[src/rtl/ir_burst_engine.sv]
// rtl/ir_burst_engine.sv - table-driven multi-channel IR burst generator
module ir_burst_engine #(
    parameter int CHANNELS    = 1,
    parameter int ADDR_WIDTH  = 13,
    parameter int DELAY_BYTES = 2,
    parameter int PRESCALE    = 16,
    parameter int GAP_UNITS   = 1000
) (
    input  logic                  clock_in,
    input  logic                  reset_n_in,
    input  logic                  start_in,
    input  logic                  abort_in,
    input  logic                  loop_forever_in,
    output logic [ADDR_WIDTH-1:0] mem_address_out,
    input  logic [7:0]            mem_data_in,
    output logic [CHANNELS-1:0]   ir_out,
    output logic                  busy_out,
    output logic                  fail_out,
    output logic [15:0]           codes_sent_out
);

    localparam int DW = 8 * DELAY_BYTES;
    localparam int GW = $clog2(GAP_UNITS + 1);
    localparam int UW = (GW > DW) ? GW : DW;
    localparam int PW = (PRESCALE > 1) ? $clog2(PRESCALE) : 1;

    typedef enum logic [3:0] {
        S_IDLE, S_HDR_CARRIER, S_HDR_MASK, S_HDR_COUNT, S_LOAD_ON,
        S_MARK, S_LOAD_OFF, S_SPACE, S_GAP, S_DONE, S_FAIL
    } state_t;

    state_t                state_q, state_d;
    logic [ADDR_WIDTH-1:0] addr_q, addr_d;
    logic [7:0]            hp_q, hp_d;
    logic [CHANNELS-1:0]   mask_q, mask_d;
    logic [7:0]            pair_q, pair_d;
    logic [1:0]            byte_q, byte_d;
    logic [DW-1:0]         dly_q, dly_d;
    logic [UW-1:0]         unit_q, unit_d;
    logic [PW-1:0]         pre_q, pre_d;
    logic [7:0]            car_cnt_q, car_cnt_d;
    logic                  car_ph_q, car_ph_d;
    logic [15:0]           codes_q, codes_d;
    logic                  fail_q, fail_d;
    logic                  busy_q, busy_d;
    logic [CHANNELS-1:0]   ir_q, ir_d;
    logic                  start_prev_q;

    logic                  start_edge, pre_wrap, timer_done, byte_last, at_top;
    logic                  read_state, finish_pair, enter_timed;
    logic [UW-1:0]         enter_units;
    logic [DW-1:0]         rd_full;

    always_comb begin
        state_d     = state_q;
        addr_d      = addr_q;
        hp_d        = hp_q;
        mask_d      = mask_q;
        pair_d      = pair_q;
        byte_d      = byte_q;
        dly_d       = dly_q;
        unit_d      = unit_q;
        pre_d       = pre_q;
        car_cnt_d   = car_cnt_q;
        car_ph_d    = car_ph_q;
        codes_d     = codes_q;
        fail_d      = fail_q;
        ir_d        = '0;
        read_state  = 1'b0;
        finish_pair = 1'b0;
        enter_timed = 1'b0;
        enter_units = '0;

        start_edge = start_in & ~start_prev_q;
        rd_full    = (dly_q << 8) | DW'(mem_data_in);
        pre_wrap   = (pre_q == PW'(PRESCALE - 1));
        timer_done = pre_wrap && (unit_q == UW'(1));
        byte_last  = (byte_q == 2'(DELAY_BYTES - 1));
        at_top     = &addr_q;

        if (state_q == S_MARK || state_q == S_SPACE || state_q == S_GAP) begin
            if (pre_wrap) begin
                pre_d  = '0;
                unit_d = unit_q - UW'(1);
            end else begin
                pre_d = pre_q + PW'(1);
            end
        end

        case (state_q)
            S_IDLE, S_DONE, S_FAIL: begin
                if (start_edge) begin
                    state_d = S_HDR_CARRIER;
                    addr_d  = '0;
                    fail_d  = 1'b0;
                    codes_d = '0;
                end
            end
            S_HDR_CARRIER: begin
                read_state = 1'b1;
                addr_d     = addr_q + 1'b1;
                hp_d       = mem_data_in;
                if (mem_data_in == 8'd0) begin
                    if (loop_forever_in) begin
                        addr_d  = '0;
                        state_d = S_HDR_CARRIER;
                    end else begin
                        state_d = S_DONE;
                    end
                end else begin
                    state_d = S_HDR_MASK;
                end
            end
            S_HDR_MASK: begin
                read_state = 1'b1;
                addr_d     = addr_q + 1'b1;
                mask_d     = mem_data_in[CHANNELS-1:0];
                state_d    = S_HDR_COUNT;
            end
            S_HDR_COUNT: begin
                read_state = 1'b1;
                addr_d     = addr_q + 1'b1;
                pair_d     = mem_data_in;
                byte_d     = '0;
                state_d    = (mem_data_in == 8'd0) ? S_FAIL : S_LOAD_ON;
            end
            S_LOAD_ON, S_LOAD_OFF: begin
                read_state = 1'b1;
                addr_d     = addr_q + 1'b1;
                dly_d      = rd_full;
                byte_d     = byte_q + 2'd1;
                if (byte_last) begin
                    byte_d = '0;
                    // A zero duration skips its timed state entirely.
                    if (rd_full == '0) begin
                        if (state_q == S_LOAD_ON) state_d = S_LOAD_OFF;
                        else                      finish_pair = 1'b1;
                    end else begin
                        state_d     = (state_q == S_LOAD_ON) ? S_MARK : S_SPACE;
                        enter_timed = 1'b1;
                        enter_units = UW'(rd_full);
                    end
                end
            end
            S_MARK: begin
                ir_d = mask_q & {CHANNELS{car_ph_q}};
                if (car_cnt_q + 8'd1 == hp_q) begin
                    car_cnt_d = '0;
                    car_ph_d  = ~car_ph_q;
                end else begin
                    car_cnt_d = car_cnt_q + 8'd1;
                end
                if (timer_done) begin
                    state_d = S_LOAD_OFF;
                    byte_d  = '0;
                end
            end
            S_SPACE: begin
                if (timer_done) finish_pair = 1'b1;
            end
            S_GAP: begin
                if (timer_done) state_d = S_HDR_CARRIER;
            end
            default: state_d = S_IDLE;
        endcase

        if (finish_pair) begin
            if (pair_q == 8'd1) begin
                codes_d     = codes_q + 16'd1;
                state_d     = S_GAP;
                enter_timed = 1'b1;
                enter_units = UW'(GAP_UNITS);
            end else begin
                pair_d  = pair_q - 8'd1;
                byte_d  = '0;
                state_d = S_LOAD_ON;
            end
        end

        if (enter_timed) begin
            pre_d     = '0;
            car_cnt_d = '0;
            car_ph_d  = 1'b1;
            unit_d    = enter_units;
        end

        // The last ROM byte may only be the single-byte end marker.
        if (read_state && at_top && !(state_q == S_HDR_CARRIER && mem_data_in == 8'd0))
            state_d = S_FAIL;

        if (state_d == S_FAIL) fail_d = 1'b1;

        if (abort_in && state_q != S_IDLE) begin
            state_d = S_IDLE;
            addr_d  = addr_q;
            codes_d = codes_q;
            fail_d  = fail_q;
        end else if (abort_in) begin
            state_d = S_IDLE;
            addr_d  = addr_q;
            codes_d = codes_q;
            fail_d  = fail_q;
        end

        busy_d = !(state_d == S_IDLE || state_d == S_DONE || state_d == S_FAIL);
    end

    always_ff @(posedge clock_in) begin
        if (!reset_n_in) begin
            state_q      <= S_IDLE;
            addr_q       <= '0;
            hp_q         <= '0;
            mask_q       <= '0;
            pair_q       <= '0;
            byte_q       <= '0;
            dly_q        <= '0;
            unit_q       <= '0;
            pre_q        <= '0;
            car_cnt_q    <= '0;
            car_ph_q     <= 1'b0;
            codes_q      <= '0;
            fail_q       <= 1'b0;
            busy_q       <= 1'b0;
            ir_q         <= '0;
            start_prev_q <= 1'b0;
        end else begin
            state_q      <= state_d;
            addr_q       <= addr_d;
            hp_q         <= hp_d;
            mask_q       <= mask_d;
            pair_q       <= pair_d;
            byte_q       <= byte_d;
            dly_q        <= dly_d;
            unit_q       <= unit_d;
            pre_q        <= pre_d;
            car_cnt_q    <= car_cnt_d;
            car_ph_q     <= car_ph_d;
            codes_q      <= codes_d;
            fail_q       <= fail_d;
            busy_q       <= busy_d;
            ir_q         <= ir_d;
            start_prev_q <= start_in;
        end
    end

    assign mem_address_out = addr_q;
    assign ir_out          = ir_q;
    assign busy_out        = busy_q;
    assign fail_out        = fail_q;
    assign codes_sent_out  = codes_q;

endmodule

[config.mk]
export PLATFORM = sky130hd
export DESIGN_NAME = ir_burst_engine
export DESIGN_NICKNAME = d
export VERILOG_FILES = /design/src/rtl/ir_burst_engine.sv
export SDC_FILE = /design/constraint.sdc
export NUM_CORES = 1
export LEC_CHECK = 0
export CAP_MARGIN = 30
export CORE_MARGIN = 5
export CORE_UTILIZATION = 26
export CTS_CLUSTER_DIAMETER = 120
export CTS_CLUSTER_SIZE = 10
export DETAILED_ROUTE_END_ITERATION = 7
export HOLD_SLACK_MARGIN = 0.02
export SETUP_SLACK_MARGIN = 0.1
export SYNTH_ARGS = -nofsm -noshare
export SYNTH_HDL_FRONTEND = slang
export SYNTH_SLANG_ARGS = --single-unit
[constraint.sdc]
create_clock -name clock_in -period 4.2 [get_ports clock_in]
set_input_delay 1.26 -clock clock_in [delete_from_list [all_inputs] [get_ports clock_in]]
set_output_delay 1.26 -clock clock_in [all_outputs]
set_load 0.005 [all_outputs]
==> impl_metrics.xml <==
<?xml version="1.0" encoding="UTF-8"?>
<metrics>
  <group name="sta">
    <metric name="timing.setup.tns" unit="ps">0</metric>
    <metric name="fmaxAchievable" unit="MHz">267.2</metric>
    <metric name="rsz_0062_raised_after_global_routing" unit="">no</metric>
    <metric name="min_period" unit="ps">3743</metric>
    <metric name="timing_worst_slew_pin_value" unit="ps">765.6</metric>
    <metric name="final.period_utilization" unit="">0.8912</metric>
    <metric name="finalHoldViolCount" unit="">0</metric>
    <metric name="timing.final.ws_setup" unit="ps">457.2</metric>
    <metric name="fin_worst_skew" unit="ps">4.681</metric>
    <metric name="finalMaxSlewViolations" unit="">0</metric>
    <metric name="finalSetupViolations" unit="">0</metric>
    <metric name="timing.max_slew.rel_slack" unit="">0.4849</metric>
    <metric name="final.hold.worst_slack" unit="ps">468.7</metric>
  </group>
  <group name="drt">
    <metric name="antenna_left" unit="">0</metric>
    <metric name="firstDrtPassIters" unit="">4</metric>
    <metric name="drt_wl_total" unit="mm">13.56</metric>
    <metric name="mean_number_of_vias_per_cell" unit="">4.958</metric>
    <metric name="vias" unit="">4745</metric>
    <metric name="routed_wire_length_per_instance" unit="um">14.17</metric>
    <metric name="post-route-drc-count" unit="">0</metric>
    <metric name="detail_route.iter0.violations" unit="">365</metric>
  </group>
  <group name="synthesis">
    <metric name="yosys_synthesis_warning_count" unit="">0</metric>
    <metric name="synth.cell_area" unit="um2">5102</metric>
    <metric name="synthArstFlopShare" unit="">0</metric>
    <metric name="synthesis.nets" unit="">658</metric>
    <metric name="synth_cells" unit="">637</metric>
    <metric name="ys.flop_type" unit="">sky130_fd_sc_hd__dfxtp_1</metric>
    <metric name="synth_sequential_area_ratio" unit="">0.3649</metric>
    <metric name="synth_edf_count" unit="">0</metric>
    <metric name="synth.avg_cell_area" unit="um2">8.010</metric>
    <metric name="synth_cell_type_count" unit="">64</metric>
    <metric name="yosys_register_bits" unit="">93</metric>
  </group>
  <group name="die">
    <metric name="io_pins" unit="">45</metric>
    <metric name="die_width" unit="um">150.1</metric>
    <metric name="die-height" unit="um">150.1</metric>
    <metric name="core_area" unit="um2">19400</metric>
    <metric name="design.die.area" unit="um2">22530</metric>
    <metric name="placement_rows" unit="">51</metric>
    <metric name="effective_utilization_at_floorplan" unit="">0.2630</metric>
  </group>
  <group name="clock_tree">
    <metric name="clkLatencyLatePin" unit="ps">350</metric>
    <metric name="worst_setup_hold_path_clk_slew" unit="ps">60</metric>
    <metric name="clock_tree.htree_level_count" unit="">3</metric>
    <metric name="cts_resized" unit="">0</metric>
    <metric name="cts.sinks" unit="">93</metric>
    <metric name="cts_root_buffer" unit="">sky130_fd_sc_hd__clkbuf_16</metric>
    <metric name="tritoncts" unit="">yes</metric>
    <metric name="cts_hold_buf" unit="">0</metric>
    <metric name="postCtsSetupBuffers" unit="">0</metric>
    <metric name="number_of_buffers_on_the_longest_clock_path" unit="">2</metric>
    <metric name="numCtsBuffers" unit="">9</metric>
  </group>
  <group name="global_route">
    <metric name="grtUsageMet2" unit="">0.1868</metric>
    <metric name="grt_pass1_wl" unit="mm">22.54</metric>
    <metric name="grt_antenna_before_repair" unit="">0</metric>
    <metric name="largest_net_degree_at_the_start_of_global_routing" unit="">35</metric>
    <metric name="groute.layer.met1.usage" unit="">0.1716</metric>
    <metric name="first_global_vias" unit="">4407</metric>
    <metric name="grt_most_used_layer" unit="">met2</metric>
    <metric name="grt-ovfl-total" unit="">0</metric>
    <metric name="groute.layer.met3.usage" unit="">0.03816</metric>
    <metric name="global_route.usage.total" unit="">0.1235</metric>
  </group>
  <group name="cells_and_area">
    <metric name="multi_input_comb_area" unit="um2">3065</metric>
    <metric name="area_overhead_vs_synth" unit="%">23.86</metric>
    <metric name="layout_cell_share_with_drive_strength_beyond_1" unit="">0.08960</metric>
    <metric name="antennaDiodeCount" unit="">0</metric>
    <metric name="layout.cell_area.non_filler" unit="um2">6320</metric>
    <metric name="layout.nets" unit="">708</metric>
    <metric name="fillers" unit="">2087</metric>
    <metric name="seq_area" unit="um2">1862</metric>
  </group>
  <group name="placement">
    <metric name="io_buffer_count" unit="">44</metric>
    <metric name="dp.final_hpwl" unit="mm">9.838</metric>
    <metric name="place_congestion" unit="">0.8531</metric>
    <metric name="placed_area" unit="um2">6011</metric>
    <metric name="place_ws" unit="ps">106.2</metric>
  </group>
  <group name="critical_path">
    <metric name="ff2ff_path_depth" unit="">7</metric>
    <metric name="cp_slowest_cell" unit="">sky130_fd_sc_hd__or4_1</metric>
    <metric name="worst_r2r_dst" unit="">fail_out</metric>
    <metric name="end_kind" unit="">flip-flop</metric>
    <metric name="worstPathMaxFanout" unit="">11</metric>
    <metric name="crit_path_end" unit="">codes_sent_out[15]</metric>
    <metric name="crit_arrival" unit="ps">4020</metric>
    <metric name="crit-reg2reg-launch" unit="">state_q[2]</metric>
    <metric name="crit_chain" unit="">clkdlybuf4s50_1, or4_1, or2_1, nor4_4, o2111a_4, nand3_2, or4_1, a31oi_1</metric>
    <metric name="critical_path_required" unit="ps">4480</metric>
    <metric name="timing_worst_setup_path_type" unit="">in2reg</metric>
    <metric name="cp-start-kind" unit="">primary input</metric>
    <metric name="critPathMostFrequentCell" unit="">sky130_fd_sc_hd__or4_1</metric>
    <metric name="timing.critical_path.from" unit="">mem_data_in[3]</metric>
    <metric name="timing.critical_path.slowest_cell_delay" unit="ps">620</metric>
    <metric name="regToRegSetupSlack" unit="ps">1240</metric>
  </group>
  <group name="status">
    <metric name="outcome" unit="">finished, final reports clean</metric>
  </group>
  <group name="power_and_ir_drop">
    <metric name="power.ir.vdd_worst" unit="mV">0.1498</metric>
    <metric name="total_leakage_power" unit="nW">2.179</metric>
    <metric name="power.total" unit="mW">1.865</metric>
    <metric name="powerDensity" unit="nW/um2">295.2</metric>
  </group>
  <group name="job">
    <metric name="drv_cap" unit="">0</metric>
  </group>
  <group name="worst_hold_path">
    <metric name="min_path_type" unit="">reg2reg</metric>
  </group>
</metrics>
-- cell usage in the layout (no fill, tap or decap), types with 6 or more instances in the layout --
master / synthesis / layout
sky130_fd_sc_hd__a31oi_1: 12 / 12
sky130_fd_sc_hd__buf_4: 1 / 28
sky130_fd_sc_hd__xor2_1: 16 / 16
sky130_fd_sc_hd__nor2_1: 79 / 79
sky130_fd_sc_hd__and2_1: 8 / 8
sky130_fd_sc_hd__inv_1: 9 / 9
sky130_fd_sc_hd__nor3_1: 15 / 15
sky130_fd_sc_hd__nand3_1: 23 / 23
sky130_fd_sc_hd__clkbuf_16: 0 / 9
sky130_fd_sc_hd__nand4_1: 11 / 11
sky130_fd_sc_hd__a211oi_1: 9 / 9
sky130_fd_sc_hd__nand2_1: 61 / 61
sky130_fd_sc_hd__or3_1: 13 / 13
sky130_fd_sc_hd__xnor2_1: 23 / 23
sky130_fd_sc_hd__or4_1: 11 / 11
sky130_fd_sc_hd__nor4_1: 11 / 11
sky130_fd_sc_hd__clkdlybuf4s50_1: 0 / 44
sky130_fd_sc_hd__or2_2: 6 / 6
sky130_fd_sc_hd__dfxtp_1: 93 / 93
sky130_fd_sc_hd__a21oi_1: 52 / 52
sky130_fd_sc_hd__ha_1: 8 / 8
sky130_fd_sc_hd__mux2i_1: 14 / 14
sky130_fd_sc_hd__and3_1: 15 / 15
sky130_fd_sc_hd__o21ai_0: 37 / 37
-- worst max-delay path: cells and delay by family --
family	cells	cell delay (ps)
compound gates	2	510
buf+inv	1	430
simple gates	5	1810
-- flip-flops by register name (all words and copies together), names as in the netlist, 2 cells and up --
signal	count
codes_sent_out	16
byte_q	2
state_q	4
mem_address_out	13
dly_q	8
hp_q	8
unit_q	16
pre_q	4
car_cnt_q	8
pair_q	8
-- per-stage QoR --
| step | instances | utilization |
|---|---|---|
| after global routing | 957 | 0.3258 |
| final | 957 | 0.3258 |
| after floorplan | 637 | - |
| after detailed placement | 941 | 0.3099 |
| after CTS | 957 | 0.3258 |
| after global placement | 941 | 0.3099 |
-- report_power, final --
| group | total, mW | internal [mW] | leakage, nW | switching, mW |
|---|---|---|---|---|
| combinational | 0.108 | 0.0462 | 1.28 | 0.0615 |
| clock | 0.865 | 0.521 | 0.147 | 0.343 |
| sequential | 0.893 | 0.887 | 0.750 | 0.00582 |
| total | 1.87 | 1.45 | 2.18 | 0.411 |
-- layout make-up --
| class | instances | area share |
|---|---|---|
| timing repair buffer | 75 | 0.1125 |
| sequential | 93 | 0.2946 |
| clock buffer | 12 | 0.03742 |
| inverter | 11 | 0.006533 |
| tap | 265 | 0.05246 |
| multi-input combinational | 497 | 0.4851 |
| clock inverter | 4 | 0.01148 |
-- kinds of logic (layout without fill, tap and decap cells) --
group	count (synthesis)	after routing	share of synthesized area
adder cells (fa/ha/maj)	9	9	0.02158
AO/OA/AOI/OAI	153	153	0.1905
multiplexers	14	14	0.02746
buffers and inverters	47	102	0.03556
AND/OR/NAND/NOR	279	279	0.2798
flip-flops	93	93	0.3649
XOR/XNOR	42	42	0.08018
-- worst min path at each step --
stage,startpoint,endpoint,slack [ps],cells after the start
3_3_place_gp,pair_q[6],pair_q[6],450,2
6_report,pair_q[6],pair_q[6],470,2
4_1_cts,pair_q[6],pair_q[6],470,2
3_5_place_dp,pair_q[6],pair_q[6],460,2
5_1_grt,pair_q[6],pair_q[6],480,2
2_1_floorplan,pair_q[6],pair_q[6],430,2
-- synth_stat cells (11+ instances only) --
cell type                  number  area (um2)
sky130_fd_sc_hd__dfxtp_1       93        1862
sky130_fd_sc_hd__nor2_1        79       296.5
sky130_fd_sc_hd__nand2_1       61       229.0
sky130_fd_sc_hd__a21oi_1       52       260.3
sky130_fd_sc_hd__o21ai_0       37       185.2
sky130_fd_sc_hd__clkbuf_1      32       120.1
sky130_fd_sc_hd__nand3_1       23       115.1
sky130_fd_sc_hd__xnor2_1       23       201.4
sky130_fd_sc_hd__xor2_1        16       140.1
sky130_fd_sc_hd__and3_1        15       93.84
sky130_fd_sc_hd__nor3_1        15       75.07
sky130_fd_sc_hd__mux2i_1       14       140.1
sky130_fd_sc_hd__or3_1         13       81.33
sky130_fd_sc_hd__a31oi_1       12       75.07
sky130_fd_sc_hd__nand4_1       11       68.82
sky130_fd_sc_hd__nor4_1        11       68.82
sky130_fd_sc_hd__or4_1         11       82.58
-- per-layer routing --
metal  up-vias  part of all wire  wire length [um]
met3        12             0.056               761
met2       101              0.44              5902
met1      2217              0.50              6759
met4         0             0.010               136
li1       2415                 -                 -
met5         -                 0                 0
(Power assumes the default switching activity.)
